File: src/rtl/mem_port_arbiter.sv
// Unified memory bus arbiter between instruction fetch and the LSU.
// One transaction outstanding; fetches can be killed by pipeline flush.
module mem_port_arbiter #(
    parameter int XLEN            = 32,
    parameter int MAX_DATA_STREAK = 4
) (
    input  logic            clk,
    input  logic            rst_n,
    input  logic            i_if_req,
    input  logic [XLEN-1:0] i_if_addr,
    output logic            o_if_ack,
    output logic            o_if_vld,
    output logic [XLEN-1:0] o_if_inst,
    input  logic            i_flush,
    input  logic            i_ls_req,
    input  logic            i_ls_we,
    input  logic [XLEN-1:0] i_ls_addr,
    input  logic [XLEN-1:0] i_ls_wdata,
    input  logic [3:0]      i_ls_wstrb,
    output logic            o_ls_ack,
    output logic            o_ls_vld,
    output logic [XLEN-1:0] o_ls_rdata,
    output logic            o_mem_req,
    output logic            o_mem_we,
    output logic [XLEN-1:0] o_mem_addr,
    output logic [XLEN-1:0] o_mem_wdata,
    output logic [3:0]      o_mem_wstrb,
    input  logic            i_mem_gnt,
    input  logic            i_mem_rvld,
    input  logic [XLEN-1:0] i_mem_rdata
);

    localparam logic [1:0] S_IDLE = 2'd0;
    localparam logic [1:0] S_REQ  = 2'd1;
    localparam logic [1:0] S_RESP = 2'd2;

    localparam logic [3:0] STREAK_MAX = 4'(MAX_DATA_STREAK);

    logic [1:0] state;
    logic       owner_ls;
    logic       kill;
    logic [3:0] streak;
    logic       idle;
    logic       force_if;
    logic       if_win;
    logic       ls_win;

    // IDLE arbitration: data wins unless fetch has been starved too long
    always_comb begin
        idle     = (state == S_IDLE);
        force_if = i_if_req && (streak == STREAK_MAX);
        if_win   = idle && i_if_req && !i_flush && (!i_ls_req || force_if);
        ls_win   = idle && i_ls_req && !if_win;
    end

    assign o_if_ack  = if_win;
    assign o_ls_ack  = ls_win;
    assign o_mem_req = (state == S_REQ);

    // Transaction sequencer: latch winner, hold bus request, return data
    always_ff @(posedge clk or negedge rst_n) begin
        if (!rst_n) begin
            state       <= S_IDLE;
            owner_ls    <= 1'b0;
            kill        <= 1'b0;
            o_mem_we    <= 1'b0;
            o_mem_addr  <= '0;
            o_mem_wdata <= '0;
            o_mem_wstrb <= '0;
            o_if_vld    <= 1'b0;
            o_if_inst   <= '0;
            o_ls_vld    <= 1'b0;
            o_ls_rdata  <= '0;
        end else begin
            o_if_vld <= 1'b0;
            o_ls_vld <= 1'b0;
            case (state)
                S_IDLE: begin
                    if (if_win) begin
                        state       <= S_REQ;
                        owner_ls    <= 1'b0;
                        o_mem_we    <= 1'b0;
                        o_mem_addr  <= i_if_addr;
                        o_mem_wdata <= '0;
                        o_mem_wstrb <= '0;
                    end else if (ls_win) begin
                        state       <= S_REQ;
                        owner_ls    <= 1'b1;
                        o_mem_we    <= i_ls_we;
                        o_mem_addr  <= i_ls_addr;
                        o_mem_wdata <= i_ls_wdata;
                        o_mem_wstrb <= i_ls_wstrb;
                    end
                end
                S_REQ: begin
                    if (i_mem_gnt)
                        state <= S_RESP;
                    if (!owner_ls && i_flush)
                        kill <= 1'b1;
                end
                S_RESP: begin
                    if (i_mem_rvld) begin
                        state <= S_IDLE;
                        kill  <= 1'b0;
                        if (owner_ls) begin
                            o_ls_vld   <= 1'b1;
                            o_ls_rdata <= i_mem_rdata;
                        end else if (!(kill || i_flush)) begin
                            o_if_vld  <= 1'b1;
                            o_if_inst <= i_mem_rdata;
                        end
                    end else if (!owner_ls && i_flush) begin
                        kill <= 1'b1;
                    end
                end
                default: state <= S_IDLE;
            endcase
        end
    end

    // Count contested data grants; a fetch grant resets the streak
    always_ff @(posedge clk or negedge rst_n) begin
        if (!rst_n)
            streak <= '0;
        else if (if_win)
            streak <= '0;
        else if (ls_win && i_if_req && streak != STREAK_MAX)
            streak <= streak + 4'd1;
    end

endmodule

File: config.mk
export PLATFORM = sky130hd
export DESIGN_NAME = mem_port_arbiter
export DESIGN_NICKNAME = d
export VERILOG_FILES = /design/src/rtl/mem_port_arbiter.sv
export SDC_FILE = /design/constraint.sdc
export NUM_CORES = 1
export LEC_CHECK = 0
export ABC_CLOCK_PERIOD_IN_PS = 3200
export CAP_MARGIN = 20
export CORE_ASPECT_RATIO = 1.2
export CORE_MARGIN = 3
export CORE_UTILIZATION = 43
export DETAILED_ROUTE_END_ITERATION = 8
export PLACE_DENSITY = 0.88
export SLEW_MARGIN = 20
export SYNTH_ARGS = -nofsm -noshare
export SYNTH_HDL_FRONTEND = slang
export SYNTH_SLANG_ARGS = --single-unit
File: constraint.sdc
create_clock -name clk -period 3.2 [get_ports clk]
set_clock_uncertainty 0.2 [all_clocks]
set_input_delay 0.96 -clock clk [delete_from_list [all_inputs] [get_ports clk]]
set_output_delay 0.96 -clock clk [all_outputs]
set_load 0.02 [all_outputs]
== Word-level counts from Yosys, hierarchy flattened ==
Index checks and enable logic that the tools add are counted.
W data, S select, Z words.

* Register bits after elaboration: 143
* Bits in latches: 0
* RAM bits: 0
* ROM bits: 0
* Word-level logic and storage cells: 72
* Memories kept: 0

* Add/sub/neg operators: 1
* Multiply operators: 0
* Div/mod/pow operators: 0
* $lt $le $gt $ge: 0
* Equality and inequality tests: 7
* Shifts and indexed selects: 0
* Multiplexer cells: 27
* Bitwise gates (word level): 2
* Reduce and logical (&&, ||, !) cells: 23

{| class="wikitable"
|+ Operator list
! cell !! count
|-
| $mux W32 || 4
|-
| $mux W4 || 4
|-
| $mux W1 || 13
|-
| $logic_and A1 B1 Y1 || 9
|-
| $mux W2 || 4
|-
| $pmux W2 S3 || 1
|-
| $reduce_and A3 Y1 || 2
|-
| $reduce_bool A2 Y1 || 3
|-
| $add A4 B1 Y4 const B || 1
|-
| $eq A4 B3 Y1 const B || 1
|-
| $logic_not A1 Y1 || 4
|-
| $ne A4 B3 Y1 const B || 1
|-
| $reduce_and A4 Y1 || 1
|-
| $ne A3 B2 Y1 const B || 1
|-
| $eq A2 B1 Y1 const B || 1
|-
| $eq A2 B2 Y1 const B || 1
|-
| $logic_not A2 Y1 || 1
|-
| $logic_or A1 B1 Y1 || 2
|-
| $ne A2 B1 Y1 const B || 1
|-
| $ne A2 B2 Y1 const B || 1
|-
| $not A1 Y1 || 2
|-
| $pmux W1 S2 || 1
|-
| $reduce_and A2 Y1 || 1
|}

== Longest topological paths before layout ==
Gate-level depths: netlist of the first run.

* Depth after elaboration: 10
* Depth in mapped cells: 8

== Least setup slack after synthesis of the first run ==
OpenSTA, ideal clock, no wires.

* Kind: input port to output port
* Start point: input i_if_req
* End point: output o_ls_ack
* Data arrival time: 1,744 ps
* Setup slack: 296 ps
* Cell stages on the path: 4
* Path buffers: 2
* Cell sequence: nor2b_1 > buf_2 > a211oi_4 > buf_2

* Word-level cells in the longest chain between the ends: 5
* Elaborated cells between the ends (all ways): 7
* Classes of those cells: reduce/logical: 7

{| class="wikitable"
|+ RTL lines
! item !! RTL line !! RTL
|-
| start: declaration || 9 || <nowiki>input logic i_if_req,</nowiki>
|-
| $logic_and A1 B1 Y1, on equally long branches || 52, 51 ||
|-
| $logic_and A1 B1 Y1 or $logic_or A1 B1 Y1 (tied branches) || 52 || <nowiki>if_win = idle && i_if_req && !i_flush && (!i_ls_req || force_if);</nowiki>
|-
| $logic_and A1 B1 Y1 * || 52 ||
|-
| $logic_not A1 Y1 * || 53 || <nowiki>ls_win = idle && i_ls_req && !if_win;</nowiki>
|-
| $logic_and A1 B1 Y1 * || 53 ||
|-
| end: declaration || 20 || <nowiki>output logic o_ls_ack,</nowiki>
|}

Every way passes the cells marked *; elsewhere a longest branch is shown, timed or not.

== Worst setup path in the final report of the first run ==
* Start point: input i_flush
* End point: output o_if_ack

* Word-level cells in the longest chain between the ends: 3

{| class="wikitable"
|+ RTL lines
! item !! RTL line !! RTL
|-
| start: declaration || 14 || <nowiki>input logic i_flush,</nowiki>
|-
| $logic_not A1 Y1 || 52 ||
|-
| $logic_and A1 B1 Y1 (2 in a row) || 52 ||
|-
| end: declaration || 11 || <nowiki>output logic o_if_ack,</nowiki>
|}

Every way passes these cells.

==> results.json, run 1 <==
{
  "status": "finished clean",
  "crit_fanout": 3,
  "slew_viol_final": 0,
  "routedWlPerCell_um": 20.2,
  "multiInputGateArea_um2": 2720,
  "ir_drop_mv": 0.676,
  "holdBufCountCts": 0,
  "fp.dieH_um": 142,
  "placed_cell_area_um2": 9630,
  "cts_buffer_depth": 2,
  "r2r-start": "state[0]$_DFFE_PN0P_",
  "startpoint": "i_flush",
  "drive_above_1_share_pct": 20.4,
  "synth_top_area_share_pct": 54.3,
  "n_antenna_cell": 0,
  "cts.sinks": 143,
  "gp_congestion": 0.783,
  "path_buf_inv": 2,
  "ys_top_cells_by_count": "143 x dfrtp_1, 65 x mux2_2, 37 x a22o_1, 35 x a21oi_1",
  "synth_area_leader_cell": "dfrtp_1",
  "period_minus_slack_ps": 2940,
  "synth_edf_count": 0,
  "grtUsageTotal_pct": 24.7,
  "synth.most_common_cell": "dfrtp_1",
  "r2r_setup_slack_ps": 680,
  "final_nets": 961,
  "required_ps": 2040,
  "first_pass_iters": 5,
  "cp_top_family": "buffers and inverters",
  "regArea_um2": 3580,
  "max_freq_ghz": 0.341,
  "start_kind": "input port",
  "hold_path.class": "flop to flop",
  "fin_cells": 1028,
  "crit_end": "o_if_ack",
  "vias": 5786,
  "fin_crit_sh_pct": 91.8,
  "htreeDepth": 4,
  "drt_iter0_markers": 468,
  "grt_max_degree": 71,
  "die_w_um": 119,
  "grt_pass1_wl_mm": 33.1,
  "drt_wl_total_mm": 20.7,
  "initial_core_util_pct": 44.8,
  "routed_via_density": 5.63,
  "grt_pass1_vias": 6030,
  "dp_cells": 996,
  "leakage_nw": 4.30,
  "grt-ovfl-total": 0,
  "postCtsSetupRepairBufs": 0,
  "antenna_left": 0,
  "drc_errors": 0,
  "numCtsBuffers": 17,
  "coreArea_um2": 14700,
  "hold_viol": 0,
  "ys_types": 36,
  "fin_area_um2": 10300,
  "dieArea_um2": 16800,
  "end_kind": "output pin",
  "synth_ff_type": "dfrtp_1",
  "cap_violations": 0,
  "ys_ff_latch": 143,
  "path_depth": 4,
  "syn_area_um2": 6590,
  "power_density_nw_per_um2": 1010,
  "synth_nets": 692,
  "cts_tree": "yes",
  "io_pins": 278,
  "area_growth_pct": 56.4,
  "dp_hpwl_mm": 14.4,
  "worst_pin_slew_ps": 704,
  "cp_cell_sequence": "dlymetal6s2s_1 -> nand2b_1 -> a211oi_4 -> buf_4",
  "cts.reportedPaths.clkPinSlew_ps": 60,
  "post-route-util_pct": 70.0,
  "setup_violations": 0,
  "ff2ff_path_depth": 7,
  "clock_latency_ps": 400,
  "yosysSeqAreaShare_pct": 54.3,
  "r2r-end": "streak[2]$_DFFE_PN0P_",
  "antenna_found_initial": 1,
  "async_flop_share_pct": 100,
  "cp.arrival_ps": 1780,
  "rows": 48,
  "yosysWarnings": 0,
  "slowest_delay_ps": 250,
  "port_buffers": 277,
  "syn_area_per_cell_um2": 12.1,
  "rsz0062_at_grt": "no",
  "yosys-top-cells-area": "dfrtp_1 54%, mux2_2 11%, a22o_1 4.9%, a2111oi_0 4.4%, nand3b_1 3.6%",
  "root_buffer": "clkbuf_16",
  "critical_path_class": "input port to output pin",
  "max_slew_margin_pct": 53.1,
  "slowest_stage": "a211oi_4",
  "fillers": 1034,
  "postSynthCellCount": 546
}
-- registers in the layout (all words and copies together), names as in the netlist --
signal / cells
o_ls_rdata: 32
o_if_inst: 32
kill: 1
o_if_vld: 1
o_mem_wstrb: 4
streak: 4
o_mem_addr: 32
o_mem_we: 1
owner_ls: 1
state: 2
o_ls_vld: 1
o_mem_wdata: 32
-- worst min path at each step --
stage | from | to | slack, ps | cells after the start
floorplan | state[1]$_DFFE_PN0P_ | state[1]$_DFFE_PN0P_ | 310 | 1
global placement | o_mem_we$_DFFE_PN0P_ | o_mem_we$_DFFE_PN0P_ | 280 | 1
detailed placement | o_if_inst[2]$_DFFE_PN0P_ | o_if_inst[2]$_DFFE_PN0P_ | 280 | 1
CTS | o_if_inst[2]$_DFFE_PN0P_ | o_if_inst[2]$_DFFE_PN0P_ | 290 | 1
global route | o_mem_wdata[15]$_DFFE_PN0P_ | o_mem_wdata[15]$_DFFE_PN0P_ | 310 | 1
finish | o_if_inst[2]$_DFFE_PN0P_ | o_if_inst[2]$_DFFE_PN0P_ | 290 | 1
-- cell families (layout without fill, tap and decap cells) --
logic type | count (synthesis) | count (layout) | share of synthesized area [%]
simple gates | 120 | 120 | 11.4
mux | 66 | 66 | 11.3
flops | 143 | 143 | 54.3
fa+ha+maj | 6 | 6 | 1.14
buf+inv | 67 | 349 | 4.69
compound gates | 144 | 144 | 17.2
-- placed cells by master, fill, tap and decap left out, types with 15 or more instances in the layout --
cell type / count
a22o_1: 37
clkdlybuf4s50_1: 271
buf_4: 19
o32ai_1: 26
clkbuf_16: 17
or2_2: 32
nand3b_1: 32
dfrtp_1: 143
a21oi_1: 35
inv_1: 15
mux2_2: 65
a2111oi_0: 33
nor3_1: 33
-- worst register-to-register path, cell delays in order (launching register included) --
cell and delay [ps]:
dfrtp_1 390, inv_1 110, ha_2 200, buf_4 580, nand2_1 250, buf_12 220
a2111oi_0 350, nor3_1 90
-- metal layers --
layer | part of all wire (%) | track usage, % | vias to the layer above
li1 | - | - | 2596
met5 | 0.063 | 0 | -
met3 | 8.8 | 9.73 | 35
met1 | 39 | 29.3 | 2869
met2 | 49 | 40.9 | 284
met4 | 2.7 | 8.85 | 2
-- what timing repair did --
item / CTS / global route
pin swaps: 1 / 1
gates resized for setup: 11 / 3
setup endpoints to repair: 2 / 2
hold endpoints to repair: 0 / 0
-- through the flow --
step                      total power, mW  TNS (ps)  setup slack (ps)  hold slack [ps]
after floorplan                      5.76         0               296              308
after global placement               8.02      -954              -508              283
after detailed placement             8.18      -984              -508              279
after CTS                            10.5     -27.7             -27.7              293
after global routing                 10.9         0               166              306
final                                10.4         0               263              289
-- report_power, final --
part	internal (mW)	switching (mW)	total [mW]	leakage, nW
clock network	1.42	0.809	2.23	0.324
logic	2.48	2.50	4.98	2.18
registers	2.66	0.530	3.19	1.79
-- layout make-up --
type                    instances  area share (%)
clock inverters                14            2.20
clock buffers                  18            4.26
well taps                     200            2.43
multi-input cells             336            26.4
inverters                      16           0.583
flip-flops and latches        143            34.7
repair buffers                301            29.4
Note: power is estimated with default switching activity, not from simulation.
==> inputs of run 2 (changes only) <==
--- a/config.mk
+++ b/config.mk
@@ -10,6 +10,7 @@
 export CORE_ASPECT_RATIO = 1.2
 export CORE_MARGIN = 3
 export CORE_UTILIZATION = 43
+export CTS_CLUSTER_SIZE = 20
 export DETAILED_ROUTE_END_ITERATION = 8
 export PLACE_DENSITY = 0.88
 export SLEW_MARGIN = 20
==> results of run 2 <==
Same layout as run 1: the final DEF is identical, and so are final timing and power.
